**src/rtl/cnn_accel_pkg.sv**
```systemverilog
// Shared constants and types for the CNN accelerator read DMA.
// AXI encodings, the DMA state enum and the descriptor record.
package cnn_accel_pkg;
  localparam logic [2:0] AXI_SIZE_16B   = 3'd4;
  localparam logic [1:0] AXI_BURST_INCR = 2'b01;
  localparam int         RD_ADDR_W      = 48;

  typedef enum logic [1:0] {
    IDLE  = 2'd0,
    ISSUE = 2'd1,
    DATA  = 2'd2,
    DRAIN = 2'd3
  } rd_dma_state_t;

  typedef struct packed {
    logic [RD_ADDR_W-1:0] addr;
    logic [15:0]          beats;
  } rd_desc_t;
endpackage

```
**src/rtl/cnn_axi_rd_dma_if.sv**
```systemverilog
// Descriptor, AXI read and output stream signals of the read DMA.
// Handshakes: a transfer happens on a rising clk edge where valid and ready are both 1; valid never waits on ready.
interface cnn_axi_rd_dma_if #(
  parameter int ADDR_W = 48,
  parameter int DATA_W = 128
);
  logic              desc_valid;
  logic              desc_ready;
  logic [ADDR_W-1:0] desc_addr;
  logic [15:0]       desc_beats;

  logic [ADDR_W-1:0] m_axi_araddr;
  logic [7:0]        m_axi_arlen;
  logic [2:0]        m_axi_arsize;
  logic [1:0]        m_axi_arburst;
  logic              m_axi_arvalid;
  logic              m_axi_arready;
  logic [DATA_W-1:0] m_axi_rdata;
  logic              m_axi_rlast;
  logic              m_axi_rvalid;
  logic              m_axi_rready;

  logic              out_valid;
  logic [DATA_W-1:0] out_data;
  logic              out_last;
  logic              out_ready;

  modport master (
    input  desc_valid, desc_addr, desc_beats,
    output desc_ready,
    output m_axi_araddr, m_axi_arlen, m_axi_arsize, m_axi_arburst, m_axi_arvalid,
    input  m_axi_arready,
    input  m_axi_rdata, m_axi_rlast, m_axi_rvalid,
    output m_axi_rready,
    output out_valid, out_data, out_last,
    input  out_ready
  );

  modport slave (
    output desc_valid, desc_addr, desc_beats,
    input  desc_ready,
    input  m_axi_araddr, m_axi_arlen, m_axi_arsize, m_axi_arburst, m_axi_arvalid,
    output m_axi_arready,
    output m_axi_rdata, m_axi_rlast, m_axi_rvalid,
    input  m_axi_rready,
    input  out_valid, out_data, out_last,
    output out_ready
  );
endinterface

```
**src/rtl/cnn_sync_fifo.sv**
```systemverilog
// Show-ahead synchronous FIFO; head word is visible whenever valid=1.
// Power-of-two depth so pointers wrap naturally; count feeds the DMA space check.
module cnn_sync_fifo #(
  parameter int WIDTH = 129,
  parameter int DEPTH = 32
) (
  input  logic                     clk,
  input  logic                     rst_b,
  input  logic                     push,
  input  logic [WIDTH-1:0]         push_data,
  input  logic                     pop,
  output logic [WIDTH-1:0]         pop_data,
  output logic                     valid,
  output logic [$clog2(DEPTH):0]   count
);
  localparam int AW = $clog2(DEPTH);
  localparam logic [AW:0] FULL_CNT = (AW+1)'(DEPTH);

  logic [WIDTH-1:0] mem [DEPTH];
  logic [AW-1:0]    wr_ptr, rd_ptr;
  logic             do_push, do_pop;

  // A push at full is accepted when a pop frees the head in the same cycle.
  assign do_pop  = pop && (count != '0);
  assign do_push = push && ((count != FULL_CNT) || do_pop);

  always_ff @(posedge clk or negedge rst_b) begin
    if (!rst_b) begin
      wr_ptr <= '0;
      rd_ptr <= '0;
      count  <= '0;
    end else begin
      if (do_push) wr_ptr <= wr_ptr + 1'b1;
      if (do_pop)  rd_ptr <= rd_ptr + 1'b1;
      case ({do_push, do_pop})
        2'b10:   count <= count + 1'b1;
        2'b01:   count <= count - 1'b1;
        default: count <= count;
      endcase
    end
  end

  always_ff @(posedge clk) begin
    if (do_push) mem[wr_ptr] <= push_data;
  end

  assign pop_data = mem[rd_ptr];
  assign valid    = (count != '0);
endmodule

```
**src/rtl/cnn_axi_rd_dma.sv**
```systemverilog
// AXI4 INCR read DMA: one descriptor in, 4 KB-safe bursts out, ordered 128-bit stream to compute.
// CNN_RD_DMA_CHK_EN enables R-channel beat counting and the sticky err flag.
module cnn_axi_rd_dma
  import cnn_accel_pkg::*;
#(
  parameter int ADDR_W     = RD_ADDR_W,
  parameter int DATA_W     = 128,
  parameter int MAX_BURST  = 16,
  parameter int FIFO_DEPTH = 32
) (
  input  logic                    clk,
  input  logic                    rst_b,
  cnn_axi_rd_dma_if.master        bus,
  output logic                    busy,
  output logic                    done,
  output logic                    err,
  output rd_dma_state_t           state
);
  localparam int CW = $clog2(FIFO_DEPTH) + 1;

  rd_desc_t          cur;
  logic [15:0]       total, push_idx;
  logic              desc_zero, desc_ready_q;
  logic              arvalid_q, rready_q;
  logic [ADDR_W-1:0] araddr_q;
  logic [7:0]        arlen_q;
  logic [8:0]        to_bound, len;
  logic              space_ok, r_push, burst_end, beat_last, pop;
  logic [DATA_W:0]   fifo_q;
  logic              fifo_valid;
  logic [CW-1:0]     fifo_count;
  logic              unused_addr_lsb;

  assign unused_addr_lsb = ^bus.desc_addr[3:0];

  // Burst length: min(remaining, MAX_BURST, beats left in this 4 KB page).
  assign to_bound = 9'd256 - {1'b0, cur.addr[11:4]};
  always_comb begin
    len = (cur.beats > 16'(MAX_BURST)) ? 9'(MAX_BURST) : cur.beats[8:0];
    if (len > to_bound) len = to_bound;
  end

  assign space_ok  = (32'(FIFO_DEPTH) - 32'(fifo_count)) >= 32'(len);
  assign r_push    = bus.m_axi_rvalid && rready_q;
  assign beat_last = (push_idx == total - 16'd1);
  assign pop       = fifo_valid && bus.out_ready;

`ifdef CNN_RD_DMA_CHK_EN
  logic [7:0] beat_cnt;
  assign burst_end = r_push && (beat_cnt == arlen_q);

  always_ff @(posedge clk or negedge rst_b) begin
    if (!rst_b) begin
      beat_cnt <= '0;
      err      <= 1'b0;
    end else begin
      if (state == ISSUE)  beat_cnt <= '0;
      else if (r_push)     beat_cnt <= beat_cnt + 1'b1;
      if (r_push && (bus.m_axi_rlast != (beat_cnt == arlen_q))) err <= 1'b1;
      if (bus.m_axi_rvalid && !rready_q)                        err <= 1'b1;
    end
  end
`else
  assign burst_end = r_push && bus.m_axi_rlast;
  assign err       = 1'b0;
`endif

  always_ff @(posedge clk or negedge rst_b) begin
    if (!rst_b) begin
      state        <= IDLE;
      cur          <= '0;
      total        <= '0;
      push_idx     <= '0;
      desc_zero    <= 1'b0;
      desc_ready_q <= 1'b0;
      arvalid_q    <= 1'b0;
      araddr_q     <= '0;
      arlen_q      <= '0;
      rready_q     <= 1'b0;
    end else begin
      case (state)
        IDLE: begin
          if (desc_ready_q && bus.desc_valid) begin
            desc_ready_q <= 1'b0;
            cur.addr     <= RD_ADDR_W'({bus.desc_addr[ADDR_W-1:4], 4'b0000});
            cur.beats    <= bus.desc_beats;
            total        <= bus.desc_beats;
            push_idx     <= '0;
            desc_zero    <= (bus.desc_beats == 16'd0);
            state        <= (bus.desc_beats == 16'd0) ? DRAIN : ISSUE;
          end else begin
            desc_ready_q <= 1'b1;
          end
        end
        ISSUE: begin
          // cur is frozen until the AR handshake, so araddr/arlen stay stable.
          if (!arvalid_q) begin
            if (space_ok) begin
              arvalid_q <= 1'b1;
              araddr_q  <= ADDR_W'(cur.addr);
              arlen_q   <= 8'(len - 9'd1);
            end
          end else if (bus.m_axi_arready) begin
            arvalid_q <= 1'b0;
            rready_q  <= 1'b1;
            cur.addr  <= cur.addr + RD_ADDR_W'({len, 4'b0000});
            cur.beats <= cur.beats - 16'(len);
            state     <= DATA;
          end
        end
        DATA: begin
          if (r_push) begin
            push_idx <= push_idx + 16'd1;
            if (burst_end) begin
              rready_q <= 1'b0;
              state    <= (cur.beats == 16'd0) ? DRAIN : ISSUE;
            end
          end
        end
        DRAIN: begin
          if (done) begin
            state        <= IDLE;
            desc_zero    <= 1'b0;
            desc_ready_q <= 1'b1;
          end
        end
        default: state <= IDLE;
      endcase
    end
  end

  cnn_sync_fifo #(
    .WIDTH (DATA_W + 1),
    .DEPTH (FIFO_DEPTH)
  ) u_fifo (
    .clk       (clk),
    .rst_b     (rst_b),
    .push      (r_push),
    .push_data ({beat_last, bus.m_axi_rdata}),
    .pop       (pop),
    .pop_data  (fifo_q),
    .valid     (fifo_valid),
    .count     (fifo_count)
  );

  // Only the final word carries last, so its pop in DRAIN ends the descriptor.
  assign done = (state == DRAIN) && (desc_zero || (pop && fifo_q[DATA_W]));
  assign busy = (state != IDLE);

  assign bus.desc_ready    = desc_ready_q;
  assign bus.m_axi_araddr  = araddr_q;
  assign bus.m_axi_arlen   = arlen_q;
  assign bus.m_axi_arsize  = AXI_SIZE_16B;
  assign bus.m_axi_arburst = AXI_BURST_INCR;
  assign bus.m_axi_arvalid = arvalid_q;
  assign bus.m_axi_rready  = rready_q;
  assign bus.out_valid     = fifo_valid;
  assign bus.out_data      = fifo_valid ? fifo_q[DATA_W-1:0] : '0;
  assign bus.out_last      = fifo_valid && fifo_q[DATA_W];
endmodule
```
**src/flat_wrapper.sv**
```systemverilog
// flat-port wrapper written by rule: the top's interface ports become plain ports
module cnn_axi_rd_dma_flat import cnn_accel_pkg::*;
#(
  parameter int ADDR_W     = RD_ADDR_W,
  parameter int DATA_W     = 128,
  parameter int MAX_BURST  = 16,
  parameter int FIFO_DEPTH = 32
)
  (clk, rst_b, busy, done, err, state, bus_desc_valid, bus_desc_addr, bus_desc_beats, bus_desc_ready, bus_m_axi_araddr, bus_m_axi_arlen, bus_m_axi_arsize, bus_m_axi_arburst, bus_m_axi_arvalid, bus_m_axi_arready, bus_m_axi_rdata, bus_m_axi_rlast, bus_m_axi_rvalid, bus_m_axi_rready, bus_out_valid, bus_out_data, bus_out_last, bus_out_ready);
  cnn_axi_rd_dma_if #(.ADDR_W(ADDR_W), .DATA_W(DATA_W)) bus_i ();
  input  logic clk;
  input  logic rst_b;
  output logic busy;
  output logic done;
  output logic err;
  output rd_dma_state_t state;
  input wire logic [$bits(bus_i.desc_valid)-1:0] bus_desc_valid;
  input wire logic [$bits(bus_i.desc_addr)-1:0] bus_desc_addr;
  input wire logic [$bits(bus_i.desc_beats)-1:0] bus_desc_beats;
  output wire logic [$bits(bus_i.desc_ready)-1:0] bus_desc_ready;
  output wire logic [$bits(bus_i.m_axi_araddr)-1:0] bus_m_axi_araddr;
  output wire logic [$bits(bus_i.m_axi_arlen)-1:0] bus_m_axi_arlen;
  output wire logic [$bits(bus_i.m_axi_arsize)-1:0] bus_m_axi_arsize;
  output wire logic [$bits(bus_i.m_axi_arburst)-1:0] bus_m_axi_arburst;
  output wire logic [$bits(bus_i.m_axi_arvalid)-1:0] bus_m_axi_arvalid;
  input wire logic [$bits(bus_i.m_axi_arready)-1:0] bus_m_axi_arready;
  input wire logic [$bits(bus_i.m_axi_rdata)-1:0] bus_m_axi_rdata;
  input wire logic [$bits(bus_i.m_axi_rlast)-1:0] bus_m_axi_rlast;
  input wire logic [$bits(bus_i.m_axi_rvalid)-1:0] bus_m_axi_rvalid;
  output wire logic [$bits(bus_i.m_axi_rready)-1:0] bus_m_axi_rready;
  output wire logic [$bits(bus_i.out_valid)-1:0] bus_out_valid;
  output wire logic [$bits(bus_i.out_data)-1:0] bus_out_data;
  output wire logic [$bits(bus_i.out_last)-1:0] bus_out_last;
  input wire logic [$bits(bus_i.out_ready)-1:0] bus_out_ready;
  assign bus_i.desc_valid = bus_desc_valid;
  assign bus_i.desc_addr = bus_desc_addr;
  assign bus_i.desc_beats = bus_desc_beats;
  assign bus_desc_ready = bus_i.desc_ready;
  assign bus_m_axi_araddr = bus_i.m_axi_araddr;
  assign bus_m_axi_arlen = bus_i.m_axi_arlen;
  assign bus_m_axi_arsize = bus_i.m_axi_arsize;
  assign bus_m_axi_arburst = bus_i.m_axi_arburst;
  assign bus_m_axi_arvalid = bus_i.m_axi_arvalid;
  assign bus_i.m_axi_arready = bus_m_axi_arready;
  assign bus_i.m_axi_rdata = bus_m_axi_rdata;
  assign bus_i.m_axi_rlast = bus_m_axi_rlast;
  assign bus_i.m_axi_rvalid = bus_m_axi_rvalid;
  assign bus_m_axi_rready = bus_i.m_axi_rready;
  assign bus_out_valid = bus_i.out_valid;
  assign bus_out_data = bus_i.out_data;
  assign bus_out_last = bus_i.out_last;
  assign bus_i.out_ready = bus_out_ready;
  cnn_axi_rd_dma #(.ADDR_W(ADDR_W), .DATA_W(DATA_W), .MAX_BURST(MAX_BURST), .FIFO_DEPTH(FIFO_DEPTH)) u_core (.clk(clk), .rst_b(rst_b), .bus(bus_i), .busy(busy), .done(done), .err(err), .state(state));
endmodule
```
**config.mk**
```make
export PLATFORM = sky130hd
export DESIGN_NAME = cnn_axi_rd_dma_flat
export DESIGN_NICKNAME = d
export VERILOG_FILES = /design/src/rtl/cnn_accel_pkg.sv /design/src/rtl/cnn_axi_rd_dma_if.sv /design/src/rtl/cnn_sync_fifo.sv /design/src/rtl/cnn_axi_rd_dma.sv /design/src/flat_wrapper.sv
export SDC_FILE = /design/constraint.sdc
export NUM_CORES = 2
export LEC_CHECK = 0
export ABC_AREA = 1
export ABC_CLOCK_PERIOD_IN_PS = 8500
export CAP_MARGIN = 5
export CORE_MARGIN = 2
export CORE_UTILIZATION = 35
export CTS_BUF_LIST = sky130_fd_sc_hd__clkbuf_8
export DETAILED_ROUTE_END_ITERATION = 10
export PLACE_DENSITY_LB_ADDON = 0.25
export SYNTH_ARGS = -nofsm -noshare
export SYNTH_HDL_FRONTEND = slang
export SYNTH_MEMORY_MAX_BITS = 65536
export SYNTH_SLANG_ARGS = --single-unit
```
**constraint.sdc**
```tcl
create_clock -name clk -period 8.5 [get_ports clk]
set_clock_uncertainty 0.1 [all_clocks]
set_input_delay 1.7 -clock clk [delete_from_list [all_inputs] [get_ports clk]]
set_output_delay 1.7 -clock clk [all_outputs]
set_load 0.05 [all_outputs]
```
==> impl_results.md <==
- Vias after detailed routing: 112700
- Initial DRC count: 12100
- CP cell instances: buf_12 > buf_4 > o21ai_0 > o22ai_1 > o21ai_0 > o211a_1 > nor2_1 > clkdlybuf4s50_1
- Syn Std Cell Area: 0.1714 mm2
- Min cycle time layout: 7.897 ns
- Slew HR: 16.16%
- Detail Route Antenna Nets: 0
- Async SR Flop Fraction: 3.866%
- Die Span X: 703.8 um
- Vias per inst: 5.464
- First-pass GRT wire length: 764000 um
- Resized Gates After CTS: 0
- TritonCTS Buffers: 714
- Setup TNS: 0 ns
- PortBufs: 383
- Main synth FF type: edfxtp_1
- Wirelength per Cell: roughly 26 um
- Synth Area in Simple Gates: 8.801%
- Seq. cell area: about 0.13 mm2
- Min Hold Slack: 0.2762 ns
- CP arrival: 6.10 ns
- Power, Total: 69.11 mW
- Core region area: 0.4888 mm2
- Synthesized instance count: 13180
- Multi-input logic area: just under 0.04 mm2
- Cell taking the most area after synthesis: edfxtp_1
- Final std cells w/o fill: 20620
- Top delay family on crit path: buffers and inverters
- GRT Total Usage: 20.75%
- PwrDens: 354.9 mW/mm2
- # DRC: 0
- CP Class: reg2out
- #FFs+latches synth: around 4300
- Largest net degree at the start of global routing: 211
- Sequential share of the synthesized area: 74.74%
- Initial antenna violation count: 68
- GP Congestion: 0.8153
- Critical path peak fanout: 145
- Slowest cell on the critical path: clkdlybuf4s50_1
- Buffers & Inverters on Critical Path: 3
- Layout cells sized above 1: 8.077%
- Die area: 0.4954 mm2
- Cells after DPL: about 19000
- Worst VDD drop: 436.9 uV
- Yosys warns: 0
- Hold Violations, Final: 0
- Max Cap Viol: 0
- Layout filler cell count: 45930
- Status: complete, no violations
- Setup crit end kind: output pin
- Static leakage: between 60 and 70 nW
- Clock Tree Root: clkbuf_8
- RSZ-0062 raised after global routing: no
- Synth Area in Compound Gates: roughly 13%
- I/O Pins: 398
- Nets: 13830
- Post-synth EDFFs: 4128
- H-tree depth: 6
- Initial Util: 35.07%
- CTS Sinks: 4294
- Yosys top cell area share: 72.32%
- Gr ovfl total: 0
- Number of global-route vias before repair: 105900
- Post-CTS setup buffer count: 0
- HPWL Detailed: between 200000 and 250000 um
- Detailed Route WL: 537200 um
- Tcrit/Tclk final: 92.91%
- CTS tree: built
- Largest family of logic cells by synthesized area: compound AO/OA/AOI/OAI gates
- Hold Crit Class: in2async
- Synth top cells by count: edfxtp_1, nor2_1, o21ai_0, nand2_1, o22ai_1
- Critical path startpoint category: flop
- Top-count cell post-synth: edfxtp_1
- Mux contribution to synthesized area: 0%
- Xor/xnor share of the synthesized area: 0.3044%
- Slew Viols, Final: 0
- Post-synthesis adder-cell area fraction: 0.4219%
- Worst path most repeated cell: o21ai_0
- Worst skew pair latency: 1.31 ns
- CP Data Required Time: 6.70 ns
- F_max: 126.6 MHz
- Pre-antenna DRT Iters: 7
- Synth area leaders: edfxtp_1, o21ai_0, nor2_1, o22ai_1, dfrtp_1
- FP Rows: 257
- P&R area growth vs syn: 13.62%
- Clk buf depth: 4
- Tightest Pin Transition: 1.254 ns
- Hold Buf Count CTS: 0
- Final Setup Violations: 0
- Die Height: 703.8 um
- Slowest stage delay, CP: roughly 0.95 ns
- Post-synthesis cell type count: 51
- Reg clk slew, reported paths: around 0.06 ns
- Syn avg cell area: 13.01 um2
-- layer usage --
metal  GRT usage (%)  share of wire [%]  vias up
met5               0              0.048        -
met4           5.822                2.6       42
met3           3.473                7.3      868
met2           33.41                 46     4351
met1           29.02                 44    57410
li1                -                  -    50000
-- metrics by stage --
step,util (%),worst slack (ns),instance area [um2]
6_report,39.85,0.6029,194800
5_1_grt,39.84,0.4633,194700
4_1_cts,39.84,0.5078,194700
3_5_place_dp,37.23,1.968,182000
3_3_place_gp,37.23,1.935,182000
2_1_floorplan,-,0.1472,171500
-- cell families (layout without fill, tap and decap cells) --
group / count (synthesis) / in the layout
buffers and inverters: 1128 / 2063
AND/OR/NAND/NOR: 3803 / 3803
other: 2 / 33
XOR/XNOR: 58 / 58
AO/OA/AOI/OAI: 3838 / 3838
adder cells (fa/ha/maj): 56 / 56
flip-flops: 4294 / 4294
-- cell type report --
type | instances | share of cell area, %
Inverter | 206 | 0.4285
Sequential cell | 4294 | 65.79
Timing Repair Buffer | 594 | 3.296
Tap cell | 6475 | 4.160
Antenna cell | 19 | 0.02441
Multi-Input combinational cell | 7769 | 19.77
Clock inverter | 526 | 1.327
Clock buffer | 737 | 5.208
-- where the power goes --
part	internal, mW	total [mW]	switching (mW)	leakage (nW)
Combinational	7.39	27.2	19.8	16.4
Clock	8.29	16.8	8.46	7.40
Sequential	24.5	25.2	0.679	39.3
-- path summary, 6_finish.rpt --
path | start | to | slack (ns) | cells past startpoint
max in group asynchronous | rst_b | u_core.u_fifo.rd_ptr[4]$_DFFE_PN0P_ | 6.68 | 2
max reg2reg | u_core.cur[20]$_DFFE_PN0P_ | u_core.cur[48]$_DFFE_PN0P_ | 2.71 | 26
max | u_core.u_fifo.rd_ptr[1]$_DFFE_PN0P_ | bus_out_data[80] | 0.60 | 8
min in group clk | u_core.bus.m_axi_araddr[13]$_DFFE_PN0P_ | u_core.bus.m_axi_araddr[13]$_DFFE_PN0P_ | 0.38 | 2
min reg2reg | u_core.bus.m_axi_araddr[13]$_DFFE_PN0P_ | u_core.bus.m_axi_araddr[13]$_DFFE_PN0P_ | 0.38 | 2
min | rst_b | u_core.bus.m_axi_arvalid$_DFFE_PN0P_ | 0.28 | 1
-- placed cells by master (no fill, tap or decap), types with 22 or more instances in the layout --
master              n
clkinv_2           43
clkdlybuf4s50_1   382
clkbuf_8          737
o211a_1            24
edfxtp_1         4128
o21ai_1           172
o221ai_1          236
nor3_2             22
buf_12             80
clkinv_1          174
nor3_1             42
inv_1             443
ha_1               52
o211ai_1          187
nand4_1            44
a21oi_1           153
nor2_1           2456
buf_4             131
nand2_1           855
nor2_4             35
xor2_1             39
o21ai_0          2207
dfrtp_1           162
nand3_1           312
o22ai_1           673
a31oi_1           127
-- registers in the layout, summed over array words and instances (netlist names) --
register                  cells
u_core.bus.desc_ready         1
u_core.bus.m_axi_araddr      44
u_core.bus.m_axi_arlen        8
u_core.bus.m_axi_arvalid      1
u_core.bus.m_axi_rready       1
u_core.cur                   60
u_core.desc_zero              1
u_core.push_idx              16
u_core.state                  2
u_core.total                 16
u_core.u_fifo.count           6
u_core.u_fifo.mem          4128
u_core.u_fifo.rd_ptr          5
u_core.u_fifo.wr_ptr          5
No activity file was read; power rests on OpenSTA's default activity.
